## src/rtl/proc_pkg.sv

```systemverilog
// Shared encodings for the MIPS-subset datapath: opcodes, functs, ALU codes
// and the control FSM state type.
package proc_pkg;

  localparam logic [5:0] OP_RTYPE = 6'd0;
  localparam logic [5:0] OP_ADDI  = 6'd8;
  localparam logic [5:0] OP_LW    = 6'd35;
  localparam logic [5:0] OP_SW    = 6'd43;

  localparam logic [5:0] FN_ADD  = 6'd32;
  localparam logic [5:0] FN_MULT = 6'd24;
  localparam logic [5:0] FN_AND  = 6'd36;
  localparam logic [5:0] FN_OR   = 6'd37;
  localparam logic [5:0] FN_XOR  = 6'd38;
  localparam logic [5:0] FN_NOR  = 6'd39;
  localparam logic [5:0] FN_SLL  = 6'd0;
  localparam logic [5:0] FN_SRL  = 6'd2;

  localparam logic [2:0] ALU_ADD  = 3'b000;
  localparam logic [2:0] ALU_MULT = 3'b001;
  localparam logic [2:0] ALU_AND  = 3'b010;
  localparam logic [2:0] ALU_OR   = 3'b011;
  localparam logic [2:0] ALU_XOR  = 3'b100;
  localparam logic [2:0] ALU_NOR  = 3'b101;
  localparam logic [2:0] ALU_SLL  = 3'b110;
  localparam logic [2:0] ALU_SRL  = 3'b111;

  typedef enum logic [2:0] {
    ST_IDLE   = 3'd0,
    ST_FETCH  = 3'd1,
    ST_DECODE = 3'd2,
    ST_EXEC   = 3'd3,
    ST_MEM    = 3'd4,
    ST_WB     = 3'd5,
    ST_TRAP   = 3'd6
  } state_t;

endpackage

```

## src/rtl/instr_decoder.sv

```systemverilog
// Combinational opcode/funct decode: instruction class, ALU code and
// whether the destination register comes from the rd field.
module instr_decoder
  import proc_pkg::*;
(
  input  logic [5:0] i_opcode,
  input  logic [5:0] i_funct,
  output logic       o_is_legal,
  output logic       o_is_rtype,
  output logic       o_is_load,
  output logic       o_is_store,
  output logic [2:0] o_alu_sel,
  output logic       o_dest_rd
);

  always_comb begin
    o_is_legal = 1'b0;
    o_is_rtype = 1'b0;
    o_is_load  = 1'b0;
    o_is_store = 1'b0;
    o_alu_sel  = ALU_ADD;
    o_dest_rd  = 1'b0;
    case (i_opcode)
      OP_RTYPE: begin
        o_is_rtype = 1'b1;
        o_dest_rd  = 1'b1;
        o_is_legal = 1'b1;
        case (i_funct)
          FN_ADD:  o_alu_sel = ALU_ADD;
          FN_MULT: o_alu_sel = ALU_MULT;
          FN_AND:  o_alu_sel = ALU_AND;
          FN_OR:   o_alu_sel = ALU_OR;
          FN_XOR:  o_alu_sel = ALU_XOR;
          FN_NOR:  o_alu_sel = ALU_NOR;
          FN_SLL:  o_alu_sel = ALU_SLL;
          FN_SRL:  o_alu_sel = ALU_SRL;
          default: o_is_legal = 1'b0;
        endcase
      end
      OP_ADDI: o_is_legal = 1'b1;
      OP_LW: begin
        o_is_legal = 1'b1;
        o_is_load  = 1'b1;
      end
      OP_SW: begin
        o_is_legal = 1'b1;
        o_is_store = 1'b1;
      end
      default: o_is_legal = 1'b0;
    endcase
  end

endmodule

```

## src/rtl/multicycle_ctrl.sv

```systemverilog
// Multi-cycle control FSM: fetch/decode/exec/mem/wb sequencing, IR, memory
// wait timeout, retired-instruction counter and sticky trap flags.
module multicycle_ctrl
  import proc_pkg::*;
#(
  parameter int CNT_W       = 16,
  parameter int MEM_TIMEOUT = 15
) (
  input  logic             clk,
  input  logic             reset,
  input  logic             start,
  input  logic [31:0]      instr,
  input  logic             mem_ready,
  output logic             mem_req,
  output logic             mem_we,
  output logic             mem_sel,
  output logic             ir_we,
  output logic             pc_we,
  output logic [4:0]       rs_addr,
  output logic [4:0]       rt_addr,
  output logic [4:0]       wr_addr,
  output logic             reg_we,
  output logic [2:0]       alu_sel,
  output logic             alu_src_imm,
  output logic             wb_src,
  output logic             busy,
  output logic             illegal,
  output logic             timeout,
  output logic [CNT_W-1:0] retired
);

  // A request traps when the last permitted wait cycle also goes unanswered.
  localparam logic [7:0] LP_WAIT_LAST = 8'(MEM_TIMEOUT - 1);

  state_t           r_state;
  logic [31:0]      r_ir;
  logic [CNT_W-1:0] r_retired;
  logic             r_illegal;
  logic             r_timeout;
  logic [7:0]       r_wait;

  logic       w_legal, w_rtype, w_load, w_store, w_dest_rd;
  logic [2:0] w_alu_sel;
  logic [4:0] w_wr_addr;
  logic       w_wait_last;
  logic       w_unused_ir;

  instr_decoder u_dec (
    .i_opcode   (r_ir[31:26]),
    .i_funct    (r_ir[5:0]),
    .o_is_legal (w_legal),
    .o_is_rtype (w_rtype),
    .o_is_load  (w_load),
    .o_is_store (w_store),
    .o_alu_sel  (w_alu_sel),
    .o_dest_rd  (w_dest_rd)
  );

  assign w_unused_ir = ^r_ir[10:6];
  assign w_wait_last = (r_wait == LP_WAIT_LAST);
  assign w_wr_addr   = w_dest_rd ? r_ir[15:11] : r_ir[20:16];

  always_ff @(posedge clk) begin
    if (reset) begin
      r_state   <= ST_IDLE;
      r_ir      <= 32'd0;
      r_retired <= '0;
      r_illegal <= 1'b0;
      r_timeout <= 1'b0;
      r_wait    <= 8'd0;
    end else begin
      case (r_state)
        ST_IDLE: begin
          if (start) begin
            r_state <= ST_FETCH;
            r_wait  <= 8'd0;
          end
        end
        ST_FETCH: begin
          if (mem_ready) begin
            r_ir    <= instr;
            r_state <= ST_DECODE;
          end else if (w_wait_last) begin
            r_state   <= ST_TRAP;
            r_timeout <= 1'b1;
          end else begin
            r_wait <= r_wait + 8'd1;
          end
        end
        ST_DECODE: begin
          if (w_legal) begin
            r_state <= ST_EXEC;
          end else begin
            r_state   <= ST_TRAP;
            r_illegal <= 1'b1;
          end
        end
        ST_EXEC: begin
          if (w_load || w_store) begin
            r_state <= ST_MEM;
            r_wait  <= 8'd0;
          end else begin
            r_state <= ST_WB;
          end
        end
        ST_MEM: begin
          // A store retires straight out of MEM; a load still needs WB.
          if (mem_ready) begin
            if (w_store) begin
              r_state   <= ST_FETCH;
              r_wait    <= 8'd0;
              r_retired <= r_retired + CNT_W'(1);
            end else begin
              r_state <= ST_WB;
            end
          end else if (w_wait_last) begin
            r_state   <= ST_TRAP;
            r_timeout <= 1'b1;
          end else begin
            r_wait <= r_wait + 8'd1;
          end
        end
        ST_WB: begin
          r_state   <= ST_FETCH;
          r_wait    <= 8'd0;
          r_retired <= r_retired + CNT_W'(1);
        end
        ST_TRAP: r_state <= ST_TRAP;
        default: r_state <= ST_IDLE;
      endcase
    end
  end

  always_comb begin
    mem_req     = 1'b0;
    mem_we      = 1'b0;
    mem_sel     = 1'b0;
    ir_we       = 1'b0;
    pc_we       = 1'b0;
    reg_we      = 1'b0;
    alu_sel     = 3'b000;
    alu_src_imm = 1'b0;
    wb_src      = 1'b0;
    case (r_state)
      ST_FETCH: begin
        mem_req = 1'b1;
        ir_we   = mem_ready;
        pc_we   = mem_ready;
      end
      ST_EXEC: begin
        alu_sel     = w_alu_sel;
        alu_src_imm = ~w_rtype;
      end
      ST_MEM: begin
        mem_req     = 1'b1;
        mem_sel     = 1'b1;
        mem_we      = w_store;
        alu_sel     = w_alu_sel;
        alu_src_imm = ~w_rtype;
      end
      ST_WB: begin
        reg_we = (w_wr_addr != 5'd0);
        wb_src = w_load;
      end
      default: mem_req = 1'b0;
    endcase
  end

  assign rs_addr = r_ir[25:21];
  assign rt_addr = r_ir[20:16];
  assign wr_addr = w_wr_addr;
  assign busy    = (r_state != ST_IDLE) && (r_state != ST_TRAP);
  assign illegal = r_illegal;
  assign timeout = r_timeout;
  assign retired = r_retired;

endmodule

```

## config.mk

```make
export PLATFORM = sky130hd
export DESIGN_NAME = multicycle_ctrl
export DESIGN_NICKNAME = d
export VERILOG_FILES = /design/src/rtl/proc_pkg.sv /design/src/rtl/instr_decoder.sv /design/src/rtl/multicycle_ctrl.sv
export SDC_FILE = /design/constraint.sdc
export NUM_CORES = 1
export LEC_CHECK = 0
export CORE_ASPECT_RATIO = 0.7
export CORE_UTILIZATION = 51
export CTS_CLUSTER_SIZE = 25
export DETAILED_ROUTE_END_ITERATION = 6
export GPL_TIMING_DRIVEN = 0
export PLACE_DENSITY_LB_ADDON = 0.05
export SYNTH_ARGS = -nofsm -noshare
export SYNTH_HDL_FRONTEND = slang
export SYNTH_SLANG_ARGS = --single-unit
export TNS_END_PERCENT = 100
```

## constraint.sdc

```tcl
create_clock -name clk -period 3.5 [get_ports clk]
set_input_delay 1.05 -clock clk [delete_from_list [all_inputs] [get_ports clk]]
set_output_delay 1.05 -clock clk [all_outputs]
set_load 0.01 [all_outputs]
```

### After elaboration in Yosys (flattened, before gate mapping)

Index checks and enable logic that the tools add are counted.
Widths: inputs -> output; s select.

| storage, ports and cells | value |
|---|---|
| output and inout bits | 45 |
| bits in registers | 61 |
| logic and storage cells | 87 |
| input bits | 36 |

| operators by class | value |
|---|---|
| eq/ne operators | 24 |
| bitwise logic cells | 3 |
| muxes and demuxes | 34 |
| reduce and logical (&&, ||, !) cells | 18 |
| add/sub/neg operators | 2 |

Operator list:

| kind | number |
|---|---|
| $mux 8 | 6 |
| $eq 6x6->1 const B | 7 |
| $pmux 3 s7 | 2 |
| $pmux 8 s5 | 1 |
| $mux 16 | 2 |
| $pmux 16 s2 | 1 |
| $mux 3 | 8 |
| $add 16x1->16 const B | 1 |
| $logic_not 6->1 | 2 |
| $mux 1 | 12 |
| $ne 2x2->1 const B | 5 |
| $reduce_bool 5->1 | 2 |
| $eq 3x3->1 const B | 3 |
| $add 8x1->8 const B | 1 |
| $eq 8x4->1 const B | 1 |
| $reduce_or 8->1 | 1 |
| $eq 3x2->1 const B | 2 |
| $eq 6x2->1 const B | 1 |
| $eq 6x4->1 const B | 1 |
| $eq 6x5->1 const B | 1 |
| $ne 3x3->1 const B | 2 |
| $reduce_and 3->1 | 2 |
| $mux 5 | 1 |
| $reduce_and 5->1 | 1 |
| 11 further kinds | 15 |

### Logic depth before layout (Yosys ltp)

Gate-level depths: netlist (run 1).

| logic depth | value |
|---|---|
| depth in word-level cells | 6 |
| depth in mapped cells | 7 |
| mapped depth without buffers | 6 |

### Modules after synthesis

From an unflattened synthesis (run 1), not the netlist that was laid out.

| second synthesis, totals | value |
|---|---|
| cell total of the unflattened synthesis | 376 |
| area total of the unflattened synthesis | 3029.2 µm² |

By module, submodules not included:

| module | area each (µm²) | sequential area each (µm²) | cells each | instances |
|---|---|---|---|---|
| multicycle_ctrl | 2840.2 | 1121.1 | 347 | 1 |
| instr_decoder | 188.9 | 0.0 | 29 | 1 |

### Least setup slack after synthesis (run 1)

OpenSTA, ideal clock, no wires.

| timing path | value |
|---|---|
| kind | input to output |
| start point | input mem_ready |
| end point | output pc_we |
| arrival time | 1908 ps |
| cell stages on the path | 6 |
| setup slack | 542 ps |
| path buffers | 2 |
| path through | inv_1 > nor2_1 > nand2_1 > inv_2 > buf_2 > buf_4 |

| between the ends | value |
|---|---|
| cells in the longest elaborated chain, start to end | 1 |

RTL lines:

| what | RTL line | source |
|---|---|---|
| from (decl) | multicycle_ctrl.sv:13 | `input logic mem_ready,` |
| $mux 1 | n/a |  |
| to (decl) | multicycle_ctrl.sv:18 | `output logic pc_we,` |

No other way between the ends.

### Worst setup path in the final report (run 1)

| timing path | value |
|---|---|
| start point | input mem_ready |
| end point | output pc_we |

| between the ends | value |
|---|---|
| cells in the longest elaborated chain, start to end | 1 |

RTL lines:

| what | RTL line | source |
|---|---|---|
| $mux 1 | multicycle_ctrl.sv:144 | `case (r_state)` |

No other way between the ends.

==> results of run 1 <==
==> cells by family after synthesis <==
group                    count (synthesis)  share of synthesized area
adder cells (fa/ha/maj)                  3                     0.0132
flip-flops                              56                      0.395
AND/OR/NAND/NOR                        170                      0.292
AO/OA/AOI/OAI                           73                      0.159
multiplexers                             8                     0.0304
XOR/XNOR                                14                     0.0432
buffers and inverters                   38                     0.0678
==> power by group through the flow <==
stage	registers, mW	logic (mW)	clock network [mW]
detailed placement	0.691	0.269	0
global placement	0.690	0.265	0
finish	0.677	0.279	0.387
global route	0.680	0.304	0.422
floorplan	0.686	0.161	0
CTS	0.677	0.277	0.390
==> worst min-delay path by stage <==
stage / cells past startpoint / start / endpoint
final: 2 / r_ir[22] / r_ir[22]
after floorplan: 2 / r_ir[13] / r_ir[13]
after CTS: 2 / r_ir[13] / r_ir[13]
after detailed placement: 2 / illegal / illegal
after global routing: 2 / r_ir[24] / r_ir[24]
after global placement: 2 / r_ir[25] / r_ir[25]
==> cell usage after synthesis (all sizes together) (5+ instances only) <==
cell type	number	share of area
dfxtp	56	0.39
a21oi	43	0.076
nor4	5	0.011
mux2	5	0.020
nand3	7	0.012
and3	5	0.011
clkbuf	12	0.016
inv	9	0.012
nor3	15	0.026
buf	17	0.040
nor4b	5	0.015
nor2	34	0.046
o21ai	8	0.014
xnor2	14	0.043
nand4	6	0.013
nor3b	5	0.013
nand2	67	0.089
==> repair_timing <==
item | 4_1_cts | 5_1_grt
pin swaps | 0 | 1
resized for setup | 9 | 4
buffers inserted | 1 | 0
cloned | 1 | 0
hold endpoints to repair | 0 | 0
setup endpoints to repair | 2 | 4
==> routing by layer <==
| layer | part of all wire | vias to the layer above | GRT usage |
|---|---|---|---|
| met3 | 0.065 | 11 | 0.0446 |
| met1 | 0.48 | 1345 | 0.374 |
| met5 | 0 | - | 0 |
| met4 | 0.012 | 0 | 0.0873 |
| met2 | 0.44 | 104 | 0.406 |
| li1 | - | 1424 | - |
==> state kept, by name, indices dropped and copies added (netlist names) <==
name     count
r_ir        27
retired     16
r_wait       8
r_state      3
illegal      1
timeout      1
==> final cells by class <==
class                      instances  area (um^2)
buffer                            28          158
clock buffer                       7         96.3
fill                             422         1500
inverter                           9         41.3
multi-input combinational        268         1540
sequential                        56         1120
tap                               72         90.1
timing repair buffer              76          759
timing repair inverter             1         6.26
==> worst min-delay path, delay by kind of cell (launching register included) <==
kind	cells	cell delay [ps]
DFF	1	320
AOI/OAI and AO/OA	1	50
and+or+nand+nor	1	50
==> per-stage QoR <==
stage / util / setup TNS [ps] / power (mW)
floorplan: - / 0 / 0.847
global placement: 0.693 / -1690 / 0.955
detailed placement: 0.693 / -1800 / 0.961
CTS: 0.716 / 0 / 1.34
global route: 0.718 / -7.41 / 1.41
finish: 0.718 / 0 / 1.34
==> results.yml, run 1 <==
outcome:
  status: "completed"
final_layout:
  final_nets: 484
  drive_gt1_frac: 0.0854
  mostFrequentLayoutCell: "clkdlybuf4s50_1"
  finalNonFillerCells: 517
  most-common-layout-cells: "74 x clkdlybuf4s50_1, 66 x nand2_1, 56 x dfxtp_1, 43 x a21oi_1, 32 x nor2_1"
  n_antenna_cell: 0
  fin_area_um2: 3810
  area_growth_pct: 34.2
logic_synthesis:
  synthCells: 362
  synth_nets: 401
  synth_edf_count: 0
  ys.flop_type: "dfxtp_1"
  yosysWarnings: 0
  synth-seq-cells: 56
  avgSynthCellArea_um2: 7.85
  synthArstFlopShare: 0
  netlist_area_um2: 2840
  synth_cell_types: 46
  yosysSeqAreaShare: 0.395
pwr:
  powerDensity_nw_per_um2: 352
  combPwrFrac: 0.208
  switchingPower_uw: 378
  p_clk_frac: 0.288
  power_frac_seq: 0.504
  peakVddDrop_mv: 0.276
  p_int_uw: 966
  p_sw_frac: 0.281
  static-leakage-power_nw: 1.31
worst_setup_path:
  ff2ff_path_depth: 5
  crit_end: "pc_we"
  r2r-end: "r_wait[4]"
  critPathKind: "in -> out"
  critPathTopFamily: "buffers and inverters"
  arrival_ps: 2380
  crit_chain: "clkdlybuf4s15_2 -> inv_1 -> nor2_2 -> nand2_4 -> inv_8 -> buf_4 -> clkdlybuf4s50_1"
  required_ps: 2450
  path_depth: 7
  slowest_delay_ps: 520
  endpoint_kind: "primary output"
  reg2reg_slack_ps: 1380
  cp_max_fo: 10
  critPathLaunchType: "input pin"
  worst_path_max_delay_cell: "clkdlybuf4s50_1"
  crit_buf_inv: 5
  cp-startpoint: "mem_ready"
  reg2reg_from: "r_state[1]"
sta:
  slew_headroom: 0.461
  hold_slack_ps: 467
  post-route-period-util: 0.979
  worst_slew_pin_slew_ps: 809
  final-setup-viol-count: 0
  finalClockSkew_ps: 3.17
  hold_viol: 0
  setup_ws_ps: 74.8
  fin_crit_ps: 3430
  slew_violations: 0
  fmax_ghz: 0.292
clock_network:
  cts.clk_slew.worst_paths_ps: 90
  root_buffer: "clkbuf_8"
  h-tree-depth: 2
  clock_latency_ps: 310
  cts-buffers-inserted: 5
  cts_hold_buf: 0
  cts_sinks: 56
  cts_tree: "yes"
  clk_path_buf_depth: 2
global_route:
  grt_pass1_vias: 2605
  grt_max_degree: 16
  overflow: 0
  grt_pass1_wl_um: 12400
  grt_use_total: 0.263
  antenna_found_initial: 0
detailed_routing:
  drcViolationCount: 0
  drtIter0Drc: 287
  antenna_left: 0
  wl_per_cell_um: 14.5
  firstDrtPassIters: 5
  num_vias: 2884
  routed_wl_um: 7470
  vias_per_cell: 5.58
place:
  gp_congestion: 0.840
  postPlaceCellArea_um2: 3680
  hpwlAfterDp_um: 5300
  dp_cells: 509
  numPortBuffers: 75
  dp_slack_ps: -930
die:
  die_w_um: 91.2
  design.core.area_um2: 5310
  num_rows: 22
  initial_utilization: 0.535
  ioPinCount: 81
  dieHeight_um: 64.5
  die_area_um2: 5880
min_path:
  hp-class: "reg -> reg"
job:
  cap_violations: 0
(Power assumes the default switching activity.)
==> run 2, diff against run 1 <==
--- a/config.mk
+++ b/config.mk
@@ -6,12 +6,13 @@
 export NUM_CORES = 1
 export LEC_CHECK = 0
 export CORE_ASPECT_RATIO = 0.7
-export CORE_UTILIZATION = 51
+export CORE_UTILIZATION = 48
 export CTS_CLUSTER_SIZE = 25
 export DETAILED_ROUTE_END_ITERATION = 6
 export GPL_TIMING_DRIVEN = 0
 export PLACE_DENSITY_LB_ADDON = 0.05
+export SLEW_MARGIN = 5
 export SYNTH_ARGS = -nofsm -noshare
 export SYNTH_HDL_FRONTEND = slang
 export SYNTH_SLANG_ARGS = --single-unit
-export TNS_END_PERCENT = 100
+export TNS_END_PERCENT = 50
==> constraint.sdc (replaced) <==
create_clock -name clk -period 3.8 [get_ports clk]
set_input_delay 1.14 -clock clk [delete_from_list [all_inputs] [get_ports clk]]
set_output_delay 1.14 -clock clk [all_outputs]
set_load 0.01 [all_outputs]
==> run 2 against run 1 <==
Net effect: setup slack better by 110 ps; combinational power shrank 8.6%; die area rose by 6.1%; count of clock-buffer cells in the layout unchanged; sequential power down 7.8%; sequential share of layout area up 0.13 points; worst hold slack got worse by 19 ps; core utilization decreased by 5.5 points; non-clock buffer count stayed put; via count decreased by 1.1%; power shrank 9.1%; global-route usage is 1.6 points lower; critical path type unchanged; largest cell class unchanged; largest power group unchanged.
==> results.yml, run 2 (same netlist as run 1, synthesis figures left out) <==
outcome:
  status: "completed"
worst_setup_path:
  crit_buf_inv: 5
  cp-startpoint: "mem_ready"
  worst_path_max_delay_cell: "clkdlybuf4s50_1"
  endpoint_kind: "primary output"
  r2r-end: "r_wait[4]"
  arrival_ps: 2480
  critPathTopFamily: "buffers and inverters"
  reg2reg_slack_ps: 1640
  slowest_delay_ps: 520
  critPathKind: "in -> out"
  critPathLaunchType: "input pin"
  crit_chain: "clkbuf_2 -> inv_1 -> nor2_2 -> nand2_2 -> inv_8 -> buf_4 -> clkdlybuf4s50_1"
  cp_max_fo: 10
  required_ps: 2660
  crit_end: "pc_we"
  reg2reg_from: "r_state[1]"
  ff2ff_path_depth: 5
  path_depth: 7
clock_network:
  clock_latency_ps: 310
  clk_path_buf_depth: 2
  cts-buffers-inserted: 5
  h-tree-depth: 2
  cts_tree: "yes"
  cts_sinks: 56
  cts.clk_slew.worst_paths_ps: 90
  root_buffer: "clkbuf_8"
place:
  hpwlAfterDp_um: 5460
  postPlaceCellArea_um2: 3690
  gp_congestion: 0.952
  numPortBuffers: 75
  dp_slack_ps: -761
global_route:
  grt_max_degree: 21
  grt_pass1_wl_um: 12100
  grt_pass1_vias: 2633
  antenna_found_initial: 0
  grt_use_total: 0.247
  overflow: 0
final_layout:
  fin_area_um2: 3800
  most-common-layout-cells: "74 x clkdlybuf4s50_1, 66 x nand2_1, 56 x dfxtp_1, 43 x a21oi_1, 32 x nor2_1"
  mostFrequentLayoutCell: "clkdlybuf4s50_1"
  filler_cell_count: 491
  largest_reg_flops: 27
  final_nets: 484
  area_growth_pct: 33.6
  n_antenna_cell: 0
  top_register: "r_ir"
  drive_gt1_frac: 0.0807
detailed_routing:
  vias_per_cell: 5.47
  drcViolationCount: 0
  drtIter0Drc: 189
  routed_wl_um: 7410
  antenna_left: 0
  firstDrtPassIters: 5
  wl_per_cell_um: 14.2
  num_vias: 2852
sta:
  fmax_ghz: 0.276
  hold_slack_ps: 448
  finalClockSkew_ps: 7.11
  post-route-period-util: 0.952
  fin_crit_ps: 3620
  worst_slew_pin_slew_ps: 801
  setup_ws_ps: 183
  rsz0062_at_grt: "false"
  slew_headroom: 0.466
  slew_violations: 0
  hold_viol: 0
  final-setup-viol-count: 0
min_path:
  hp-class: "reg -> reg"
die:
  num_rows: 23
  die_area_um2: 6240
  die_w_um: 94.0
  initial_utilization: 0.496
  design.core.area_um2: 5730
  dieHeight_um: 66.4
  ioPinCount: 81
job:
  cap_violations: 0
pwr:
  static-leakage-power_nw: 1.30
  power_mw: 1.22
  peakVddDrop_mv: 0.231
  powerDensity_nw_per_um2: 322
-- run 2: worst min-delay path by stage --
stage	start	end	slack, ps	depth (start not counted)
floorplan	r_ir[13]	r_ir[13]	430	2
global route	illegal	illegal	490	2
finish	illegal	illegal	450	2
CTS	illegal	illegal	450	2
global placement	illegal	illegal	430	2
detailed placement	illegal	illegal	440	2
-- run 2: layout make-up --
| type | count | area, um^2 | share of cell area |
|---|---|---|---|
| Buffer | 28 | 154 | 0.0405 |
| Inverter | 9 | 41.3 | 0.0109 |
| Timing Repair Buffer | 76 | 753 | 0.198 |
| Clock buffer | 7 | 86.3 | 0.0227 |
| Sequential cell | 56 | 1120 | 0.295 |
| Tap cell | 75 | 93.8 | 0.0247 |
| Clock inverter | 1 | 7.51 | 0.00198 |
| Timing Repair inverter | 1 | 6.26 | 0.00165 |
| Multi-Input combinational cell | 268 | 1530 | 0.404 |
-- run 2: power by group --
part	leakage, nW	switching, mW	internal (mW)
clock network	0.0445	0.193	0.149
registers	0.453	0.0182	0.606
logic	0.799	0.136	0.119
-- run 2: what timing repair did --
item,CTS,global route
gates cloned,0,1
pin swaps,0,0
endpoints found under the setup margin,2,1
setup buffers,1,0
hold buffers,0,0
gates resized for setup,6,2
-- run 2: tightest hold or removal path, cell delays in order, from the launching register on --
cell and delay, ps:
dfxtp_1 320, inv_1 50, a21oi_1 50
-- run 2: stage by stage --
| step | std cells | setup TNS, ps | utilization |
|---|---|---|---|
| CTS | 520 | 0 | 0.662 |
| finish | 521 | 0 | 0.663 |
| global placement | 512 | -1380 | 0.644 |
| floorplan | 362 | 0 | - |
| global route | 521 | 0 | 0.663 |
| detailed placement | 512 | -1430 | 0.644 |
-- run 2: per-layer routing --
layer,part of all wire,track usage
met5,0,0
met2,0.44,0.399
met3,0.066,0.0460
met1,0.49,0.343
met4,0.0047,0.0500
